File: src/rtl/voice_mixer_pkg.sv
// Shared audio definitions for the voice mixer and related blocks:
// sample/sum widths, saturation limits, FSM encoding and small helpers.
package voice_mixer_pkg;

  localparam int SAMPLE_W           = 18;
  localparam int NUM_VOICES         = 3;
  localparam int SUM_W              = SAMPLE_W + 2;
  localparam int TIMEOUT_CYCLES_DEF = 64;

  // Clamp limits expressed at the wide sum width so they compare directly
  // against a shifted sum.
  localparam logic signed [SUM_W-1:0] SAT_MAX =
    {{(SUM_W-SAMPLE_W+1){1'b0}}, {(SAMPLE_W-1){1'b1}}};
  localparam logic signed [SUM_W-1:0] SAT_MIN =
    {{(SUM_W-SAMPLE_W+1){1'b1}}, {(SAMPLE_W-1){1'b0}}};

  typedef enum logic [1:0] {
    ST_IDLE    = 2'd0,
    ST_COLLECT = 2'd1,
    ST_SUM     = 2'd2,
    ST_SAT     = 2'd3
  } mix_state_e;

  // Sign-extend one voice sample to the accumulator width.
  function automatic logic signed [SUM_W-1:0] sext_sample(input logic [SAMPLE_W-1:0] s);
    return {{(SUM_W-SAMPLE_W){s[SAMPLE_W-1]}}, s};
  endfunction

  // Attenuation codes above 2 collapse to 2.
  function automatic logic [1:0] gain_clamp(input logic [1:0] g);
    return (g == 2'd3) ? 2'd2 : g;
  endfunction

endpackage

File: src/rtl/voice_mixer_sat_shift.sv
// Combinational attenuation and saturation: arithmetic right shift of a
// wide sum, then clamp to the sample range with a clip indication.
module voice_mixer_sat_shift
  import voice_mixer_pkg::*;
(
  input  logic signed [SUM_W-1:0]    sum_i,
  input  logic        [1:0]          shift_i,
  output logic        [SAMPLE_W-1:0] sample_o,
  output logic                       clip_o
);

  logic        [1:0]       shamt_s;
  logic signed [SUM_W-1:0] shifted_s;

  assign shamt_s   = gain_clamp(shift_i);
  assign shifted_s = sum_i >>> shamt_s;

  // Clamp the attenuated sum into the signed sample range.
  always_comb begin
    sample_o = shifted_s[SAMPLE_W-1:0];
    clip_o   = 1'b0;
    if (shifted_s > SAT_MAX) begin
      sample_o = SAT_MAX[SAMPLE_W-1:0];
      clip_o   = 1'b1;
    end else if (shifted_s < SAT_MIN) begin
      sample_o = SAT_MIN[SAMPLE_W-1:0];
      clip_o   = 1'b1;
    end else begin
      sample_o = shifted_s[SAMPLE_W-1:0];
      clip_o   = 1'b0;
    end
  end

endmodule

File: src/rtl/voice_mixer.sv
// Three-voice mixer: on a codec request collects one sample per enabled
// voice (voices answer in any cycle), sums, attenuates, saturates and
// presents the result with a one-cycle ready pulse.
module voice_mixer
  import voice_mixer_pkg::*;
#(
  parameter int TIMEOUT_CYCLES = TIMEOUT_CYCLES_DEF
) (
  input  logic                clk,
  input  logic                reset,
  input  logic                play_enable,
  input  logic                generate_next_sample,
  input  logic [SAMPLE_W-1:0] sample_in1,
  input  logic [SAMPLE_W-1:0] sample_in2,
  input  logic [SAMPLE_W-1:0] sample_in3,
  input  logic                sample_ready1,
  input  logic                sample_ready2,
  input  logic                sample_ready3,
  input  logic [2:0]          voice_mask,
  input  logic [1:0]          gain_shift,
  input  logic                clear_flags,
  output logic [SAMPLE_W-1:0] mix_out,
  output logic                mix_ready,
  output logic                clip_flag,
  output logic                timeout_flag,
  output logic                overrun_flag
);

  localparam int TIMER_W = $clog2(TIMEOUT_CYCLES + 1);
  localparam logic [TIMER_W-1:0] TIMER_LOAD = TIMER_W'(TIMEOUT_CYCLES - 1);

  mix_state_e state_q, state_d;

  logic [NUM_VOICES-1:0][SAMPLE_W-1:0] hold_q, hold_d;
  logic [NUM_VOICES-1:0][SAMPLE_W-1:0] smp_s;
  logic [NUM_VOICES-1:0]               rdy_s;
  logic [NUM_VOICES-1:0]               cap_s;
  logic [NUM_VOICES-1:0]               got_next_s;
  logic [NUM_VOICES-1:0]               got_q, got_d;
  logic [2:0]                          mask_q, mask_d;
  logic [1:0]                          gain_q, gain_d;
  logic [TIMER_W-1:0]                  timer_q, timer_d;
  logic signed [SUM_W-1:0]             sum_q, sum_d;
  logic signed [SUM_W-1:0]             sum_acc_s;
  logic [SAMPLE_W-1:0]                 mix_out_q, mix_out_d;
  logic                                mix_ready_q, mix_ready_d;
  logic                                clip_flag_q, clip_flag_d;
  logic                                timeout_flag_q, timeout_flag_d;
  logic                                overrun_flag_q, overrun_flag_d;
  logic                                clip_set_s;
  logic                                timeout_set_s;
  logic                                overrun_set_s;
  logic [SAMPLE_W-1:0]                 sat_sample_s;
  logic                                sat_clip_s;

  assign smp_s = {sample_in3, sample_in2, sample_in1};
  assign rdy_s = {sample_ready3, sample_ready2, sample_ready1};

  // First ready from each voice wins; later pulses from that voice are dropped.
  assign cap_s      = rdy_s & ~got_q;
  assign got_next_s = got_q | cap_s;

  // A request while a mix is in flight is dropped and remembered as overrun.
  assign overrun_set_s = generate_next_sample && (state_q != ST_IDLE);

  voice_mixer_sat_shift u_sat_shift (
    .sum_i    (sum_q),
    .shift_i  (gain_q),
    .sample_o (sat_sample_s),
    .clip_o   (sat_clip_s)
  );

  // Accumulate only voices that are both enabled and actually delivered.
  always_comb begin
    sum_acc_s = {SUM_W{1'b0}};
    for (int i = 0; i < NUM_VOICES; i++) begin
      if (got_q[i] && mask_q[i]) begin
        sum_acc_s = sum_acc_s + sext_sample(hold_q[i]);
      end else begin
        sum_acc_s = sum_acc_s;
      end
    end
  end

  // Next-state and datapath control for the collect/sum/saturate sequence.
  always_comb begin
    state_d       = state_q;
    hold_d        = hold_q;
    got_d         = got_q;
    mask_d        = mask_q;
    gain_d        = gain_q;
    timer_d       = timer_q;
    sum_d         = sum_q;
    mix_out_d     = mix_out_q;
    mix_ready_d   = 1'b0;
    clip_set_s    = 1'b0;
    timeout_set_s = 1'b0;
    case (state_q)
      ST_IDLE: begin
        if (generate_next_sample) begin
          if (play_enable) begin
            mask_d  = voice_mask;
            gain_d  = gain_shift;
            got_d   = {NUM_VOICES{1'b0}};
            timer_d = TIMER_LOAD;
            state_d = ST_COLLECT;
          end else begin
            // Silence: skip collection and push a zero sum straight out.
            sum_d   = {SUM_W{1'b0}};
            state_d = ST_SAT;
          end
        end else begin
          state_d = ST_IDLE;
        end
      end
      ST_COLLECT: begin
        for (int i = 0; i < NUM_VOICES; i++) begin
          if (cap_s[i]) begin
            hold_d[i] = smp_s[i];
          end else begin
            hold_d[i] = hold_q[i];
          end
        end
        got_d = got_next_s;
        if ((got_next_s | ~mask_q) == 3'b111) begin
          state_d = ST_SUM;
        end else if (timer_q == {TIMER_W{1'b0}}) begin
          timeout_set_s = 1'b1;
          state_d       = ST_SUM;
        end else begin
          timer_d = timer_q - {{(TIMER_W-1){1'b0}}, 1'b1};
          state_d = ST_COLLECT;
        end
      end
      ST_SUM: begin
        sum_d   = sum_acc_s;
        state_d = ST_SAT;
      end
      ST_SAT: begin
        mix_out_d   = sat_sample_s;
        mix_ready_d = 1'b1;
        clip_set_s  = sat_clip_s;
        state_d     = ST_IDLE;
      end
      default: begin
        state_d = ST_IDLE;
      end
    endcase
  end

  // Sticky flags: a set event in the same cycle as a clear takes priority.
  always_comb begin
    clip_flag_d    = clip_set_s    | (clip_flag_q    & ~clear_flags);
    timeout_flag_d = timeout_set_s | (timeout_flag_q & ~clear_flags);
    overrun_flag_d = overrun_set_s | (overrun_flag_q & ~clear_flags);
  end

  // State and datapath registers; reset abandons any mix in progress.
  always_ff @(posedge clk or negedge reset) begin
    if (!reset) begin
      state_q        <= ST_IDLE;
      hold_q         <= '0;
      got_q          <= {NUM_VOICES{1'b0}};
      mask_q         <= 3'b000;
      gain_q         <= 2'b00;
      timer_q        <= {TIMER_W{1'b0}};
      sum_q          <= {SUM_W{1'b0}};
      mix_out_q      <= {SAMPLE_W{1'b0}};
      mix_ready_q    <= 1'b0;
      clip_flag_q    <= 1'b0;
      timeout_flag_q <= 1'b0;
      overrun_flag_q <= 1'b0;
    end else begin
      state_q        <= state_d;
      hold_q         <= hold_d;
      got_q          <= got_d;
      mask_q         <= mask_d;
      gain_q         <= gain_d;
      timer_q        <= timer_d;
      sum_q          <= sum_d;
      mix_out_q      <= mix_out_d;
      mix_ready_q    <= mix_ready_d;
      clip_flag_q    <= clip_flag_d;
      timeout_flag_q <= timeout_flag_d;
      overrun_flag_q <= overrun_flag_d;
    end
  end

  assign mix_out      = mix_out_q;
  assign mix_ready    = mix_ready_q;
  assign clip_flag    = clip_flag_q;
  assign timeout_flag = timeout_flag_q;
  assign overrun_flag = overrun_flag_q;

endmodule

File: config.mk
export PLATFORM = sky130hd
export DESIGN_NAME = voice_mixer
export DESIGN_NICKNAME = d
export VERILOG_FILES = /design/src/rtl/voice_mixer_pkg.sv /design/src/rtl/voice_mixer_sat_shift.sv /design/src/rtl/voice_mixer.sv
export SDC_FILE = /design/constraint.sdc
export NUM_CORES = 1
export LEC_CHECK = 0
export BUFFER_PORTS_ARGS = -buffer_cell sky130_fd_sc_hd__buf_2
export CORE_MARGIN = 2
export CORE_UTILIZATION = 45
export CTS_BUF_LIST = sky130_fd_sc_hd__clkbuf_16
export CTS_CLUSTER_SIZE = 16
export DETAILED_ROUTE_END_ITERATION = 10
export HOLD_SLACK_MARGIN = 0.08
export PLACE_DENSITY = 0.72
export RECOVER_POWER = 25
export SLEW_MARGIN = 30
export SYNTH_ARGS = -nofsm -noshare
export SYNTH_HDL_FRONTEND = slang
export SYNTH_SLANG_ARGS = --single-unit
File: constraint.sdc
create_clock -name clk -period 4.56 [get_ports clk]
set_input_delay 0.684 -clock clk [delete_from_list [all_inputs] [get_ports clk]]
set_output_delay 0.684 -clock clk [all_outputs]
set_load 0.02 [all_outputs]
==> impl_metrics.toml, run 1 <==
[floorplan]
die_area_um2 = 17600
fp.dieW_um = 133
coreArea_um2 = 16400
die_h_um = 133
ios = 89
start_util_pct = 45.4
row_count = 47

[finish]
antenna_cells = 0
utilization_pct = 53.6
syn2layout_area_growth_pct = 17.9
final_cells = 1131
finish.net_count = 998
drive_gt1_share_pct = 23.8
fill_cells = 1518

[setup_path]
critPathCaptureType = "flop"
r2r-end = "sum_q[17]"
critPathSlowestCell = "dfrtp_2"
crit_fanout = 7
critPathMaxStageDelay_ps = 440
cp.required_ps = 4890
path_cells = "and3_1 -> ha_1 -> a21oi_2 -> nor2_1 -> o21ai_2 -> o21ai_2 -> maj3_2 -> a311oi_2 -> mux2i_1 -> xnor2_2 -> ha_4 -> and3_4 -> o21a_1 -> o31ai_2 -> a21oi_2 -> or2_4 -> a21o_1 -> o21bai_1 -> a31o_1 -> a41oi_1"
cp-start-kind = "flop"
rr_worst_depth = 20
critPathArrivalTime_ps = 4650
cp_num_buf_inv = 0
reg2reg_from = "mask_q[0]"
worstSetupPathType = "flop to flop"
crit_family = "compound AO/OA/AOI/OAI gates"
reg2reg_slack_ps = 240

[logic_synthesis]
ys.warnings.count = 0
post-synth-top-count-cell = "dfrtp_1"
synth_cell_type_count = 72
syn_area_um2 = 7460
synthFlopType = "dfrtp_1"
synth_edf_count = 0
synth.largest_area_cell = "dfrtp_1"
synthCells = 816
synth_nets = 916
synth_top_area_share_pct = 37.9
synth_area_leaders = "dfrtp_1 (38%), mux2_2 (7.9%), ha_1 (5.2%), nand2_1 (4.7%), a21oi_1 (4.5%)"
synthArstFlopShare_pct = 100
synth_common_cells = "dfrtp_1 (113), nand2_1 (93), a21oi_1 (67)"
seq_area_frac_synth_pct = 37.9
synth_area_per_cell_um2 = 9.14
synth_seq_cells = 113

[global_route]
track_usage_pct = 21.1
grt_pass1_wl_mm = 29.6
overflow = 0
grt_pass1_vias = 5935
antenna_found_initial = 0
grt_max_degree = 76

[sta]
fin_crit_sh_pct = 94.8
max_freq_ghz = 0.231
max_slew_margin_pct = -118
fin_tns_setup_ps = 0
worst_slack_ps = 239
period_needed_ps = 4320
setup_viol = 0
finalClockSkew_ps = 11.8
tightest_slew_ps = 3270
hold_viol_final = 0
finalMaxSlewViolations = 76

[worst_hold_path]
hold_depth = 3
worstHoldStart = "voice_mask[1]"
holdPathEnd = "mask_q[1]"
hp-class = "input port to flop"

[route]
final_antenna_net_count = 0
drt_first_pass_iters = 5
routed_wl_mm = 17.5
viasPerCell = 5.59
dr.first_iter.drc_count = 480
drcViolationCount = 0
avgRoutedWirePerCell_um = 15.5
vias = 6323

[clock_network]
tritoncts = "yes"
clock_latency_ps = 430
cts_sinks = 113
clk_pin_slew_ps = 50
cts_max_level = 4
cts_root_buffer = "clkbuf_16"
ctsHoldBuffers = 0
cts_buffers = 17
cts_max_path_buffers = 2

[run]
drv_cap = 1

[power]
cellLeakagePower_nw = 3.92
p_per_area_nw_per_um2 = 776
power_w = 0.00682
ir_drop_mv = 0.348

[place]
place_ws_ps = 84.0
port_buffers = 88
gp_congestion = 0.914
dp_cells = 1094
dp_hpwl_mm = 13.0

[status]
status = "complete, but fails checks"
violations = "capacitance limit, slew limit"
state kept, by name, summed over array words and instances (netlist names):
signal and cells:
timeout_flag 1, got_q 3, gain_q 2, mix_out 18, timer_q 7, sum_q 20, overrun_flag 1, mask_q 3
hold_q 54, state_q 2, mix_ready 1, clip_flag 1
layout by cell type (no fill, tap or decap), drive strengths merged, types with 5 or more instances in the layout:
cell / netlist / routed
dfrtp: 113 / 113
buf: 14 / 108
nand2: 93 / 93
o21ai: 68 / 68
a21oi: 67 / 67
mux2: 52 / 52
nor2: 49 / 49
ha: 31 / 31
inv: 22 / 25
o21a: 23 / 23
mux2i: 21 / 21
xnor2: 20 / 20
xor2: 18 / 18
clkbuf: 32 / 17
nor3: 15 / 15
a31oi: 13 / 13
nand3: 13 / 13
and3: 13 / 13
a21o: 11 / 11
nand2b: 9 / 9
and2: 9 / 9
nor2b: 8 / 8
clkinv: 0 / 7
a31o: 6 / 6
o22ai: 6 / 6
o31ai: 6 / 6
o21bai: 5 / 5
o211ai: 5 / 5
or2: 5 / 5
kinds of logic after synthesis:
logic type	Yosys count	synth area share [%]
buf+inv	68	3.64
fa+ha+maj	34	5.89
simple gates	238	15.3
flops	113	37.9
xor+xnor	38	4.46
compound gates	252	22.1
mux	73	10.7
final cells by class:
type                       instances  area, µm²  area share, %
timing repair buffer             109        602           6.84
sequential                       113       2830           32.2
clock buffer                      17        425           4.84
multi-input combinational        635       4450           50.6
inverter                          22       82.6          0.939
clock inverter                    15        129           1.47
tap                              220        275           3.13
worst register-to-register path, cell delays in order (launching register included):
cell and delay [ps]:
dfrtp_2 440, and3_1 210, ha_1 290, a21oi_2 150
nor2_1 60, o21ai_2 160, o21ai_2 110, maj3_2 330
a311oi_2 270, mux2i_1 300, xnor2_2 190, ha_4 270
and3_4 160, o21a_1 110, o31ai_2 80, a21oi_2 100
or2_4 290, a21o_1 190, o21bai_1 160, a31o_1 210
a41oi_1 150
worst max path at each step:
stage | cells after the start | startpoint | slack [ps] | end
finish | 20 | mask_q[0] | 240 | sum_q[17]
global route | 24 | mask_q[0] | -20 | sum_q[17]
CTS | 20 | mask_q[0] | 60 | sum_q[17]
detailed placement | 20 | mask_q[0] | 80 | sum_q[17]
global placement | 20 | mask_q[0] | 170 | sum_q[19]
floorplan | 25 | mask_q[0] | 9 | sum_q[17]
power breakdown:
part	switching (W)	total, W	internal (W)
sequential	0.000575	0.00203	0.00145
clock	0.000460	0.00125	0.000786
combinational	0.00191	0.00355	0.00164
metal layers:
metal | GRT usage [%] | share of wire, % | up-vias | wire [µm]
met4 | 8.00 | 2.3 | 0 | 409
met1 | 28.8 | 47 | 3006 | 8190
met2 | 32.8 | 46 | 166 | 8110
met3 | 4.60 | 4.8 | 27 | 836
met5 | 0 | 0 | - | 0
li1 | - | - | 3124 | -
repair_timing:
| item | 4_1_cts | 5_1_grt |
|---|---|---|
| endpoints found under the setup margin | 0 | 8 |
| setup buffers | 0 | 5 |
| gates resized for setup | 0 | 17 |
stage by stage:
step,hold slack [ps],cell area (µm²)
2_1_floorplan,388,7480
3_3_place_gp,470,8120
3_5_place_dp,472,8120
4_1_cts,443,8680
5_1_grt,458,8790
6_report,461,8790
(Power assumes the default switching activity.)
==> inputs of run 2 (changes only) <==
Settings changed: CELL_PAD_IN_SITES_DETAIL_PLACEMENT set to 0, CELL_PAD_IN_SITES_GLOBAL_PLACEMENT set to 2, CORE_UTILIZATION 45 to 33, PLACE_DENSITY 0.72 to 0.82.
==> run 2 against run 1 <==
Effect of this change: the flow still finishes with violations (capacitance limit, slew limit); count of clock-buffer cells in the layout is the same; critical path type unchanged; via count is 1.5% lower; combinational power rose by 2%; hold slack got worse by 11 ps.
==> impl_metrics.toml, run 2 (synthesis results as in run 1) <==
[status]
status = "complete, but fails checks"
violations = "capacitance limit, slew limit"

[place]
port_buffers = 88
post_dp_cell_area_um2 = 8200
dp_cells = 1153
gp_congestion = 0.859
dp_hpwl_mm = 14.5

[sta]
finalMaxSlewViolations = 57
setup_viol = 0
fin_crit_sh_pct = 95.4
tightest_slew_ps = 3180
max_freq_ghz = 0.230
finalClockSkew_ps = 7.55
hold_viol_final = 0
fin_tns_setup_ps = 0
period_needed_ps = 4350
max_slew_margin_pct = -112
fin_hold_ws_ps = 450

[floorplan]
coreArea_um2 = 22000
ios = 89
die_h_um = 154
die_area_um2 = 23800
start_util_pct = 33.9
row_count = 54
fp.dieW_um = 154

[global_route]
grt_pass1_vias = 5972
grt_pass1_wl_mm = 32.0
grt_max_degree = 57
overflow = 0
antenna_found_initial = 0
track_usage_pct = 16.9

[clock_network]
clk_pin_slew_ps = 60
cts_max_path_buffers = 2
cts_root_buffer = "clkbuf_16"
cts_buffers = 17
tritoncts = "yes"
ctsHoldBuffers = 0
cts_max_level = 4
clock_latency_ps = 420
cts_sinks = 113

[route]
dr.first_iter.drc_count = 352
avgRoutedWirePerCell_um = 16.5
viasPerCell = 5.24
final_antenna_net_count = 0
drt_first_pass_iters = 5
routed_wl_mm = 19.6
drcViolationCount = 0
vias = 6226

[setup_path]
worstSetupPathType = "flop to flop"
startpoint = "mask_q[0]"
cp.required_ps = 4900
critPathCaptureType = "flop"
cp-start-kind = "flop"
crit_fanout = 5
critPathArrivalTime_ps = 4690
reg2reg_from = "mask_q[0]"

[finish]
layout_common_cells = "dfrtp_1 (113), nand2_1 (93), buf_2 (87)"
final_area_um2 = 8960
top_register = "hold_q"
largest_reg_flops = 54
finish.net_count = 996
fill_cells = 2223
antenna_cells = 0
final_cells = 1189
drive_gt1_share_pct = 23.7
syn2layout_area_growth_pct = 20.2
final_common_cell = "dfrtp_1"

[worst_hold_path]
hp-class = "input port to flop"
worstHoldStart = "gain_shift[1]"

[run]
drv_cap = 1

[power]
p_per_area_nw_per_um2 = 790
cellLeakagePower_nw = 3.95
power_w = 0.00707
ir_drop_mv = 0.294
run 2: cell types whose count changed in the layout (fill, tap and decap cells not counted), sizes merged:
cell / previous run / this run
buf: 108 / 104
bufinv: 2 / 5
clkbuf: 17 / 20
clkinvlp: 3 / 0
clkinv: 7 / 6
dlygate4sd2: 1 / 0
inv: 25 / 26
run 2: worst paths after layout:
check,slack (ps),endpoint,cells past startpoint
setup / recovery,210,sum_q[17],20
hold / removal,450,gain_q[1],3
setup reg to reg,210,sum_q[17],20
hold reg to reg,480,mix_out[10],1
max in group asynchronous,1220,hold_q[11],2
min in group asynchronous,1300,mix_out[1],1
run 2: stage by stage:
stage / setup slack [ps] / utilization, %
2_1_floorplan: 8.59 / -
3_3_place_gp: 173 / 37.2
3_5_place_dp: 56.9 / 37.2
4_1_cts: 52.8 / 40.1
5_1_grt: -11.6 / 40.7
6_report: 211 / 40.7
run 2: power by group:
group / leakage, nW / total (W) / internal [W] / switching (W)
clock network: 0.323 / 0.00143 / 0.000956 / 0.000478
registers: 1.37 / 0.00203 / 0.00145 / 0.000582
logic: 2.26 / 0.00361 / 0.00164 / 0.00197
run 2: area by class of cell:
| type | instances | area, µm² | area share [%] |
|---|---|---|---|
| sequential | 113 | 2830 | 31.6 |
| multi-input combinational | 635 | 4500 | 50.2 |
| timing repair buffer | 107 | 577 | 6.44 |
| tap | 280 | 350 | 3.91 |
| clock buffer | 17 | 425 | 4.75 |
| clock inverter | 15 | 201 | 2.25 |
| inverter | 22 | 82.6 | 0.922 |
run 2: repair_timing:
item / 4_1_cts / 5_1_grt
setup endpoints to repair: 0 / 8
gates resized for setup: 0 / 18
buffers inserted: 0 / 4
run 2: worst max-delay path: stages (launching register included):
cell      delay (ps)
dfrtp_1          400
and3_1           220
ha_1             300
a21oi_2          160
nor2_1            60
o21ai_2          150
o21ai_2          100
maj3_2           320
a311oi_2         290
mux2i_1          310
xnor2_2          180
ha_4             250
and3_1           170
o21a_1           150
o31ai_4           70
a21oi_2          100
or2_4            290
a21o_1           180
o21bai_1         160
a31o_1           230
a41oi_2          140
run 2: per-layer routing:
| layer | GRT usage (%) | share of wire, % | vias up | wire, µm |
|---|---|---|---|---|
| met5 | 0 | 0 | - | 0 |
| met4 | 4.89 | 1.2 | 0 | 244 |
| met3 | 2.91 | 3.3 | 17 | 645 |
| met2 | 26.4 | 45 | 125 | 8860 |
| met1 | 24.0 | 50 | 2963 | 9810 |
| li1 | - | - | 3121 | - |
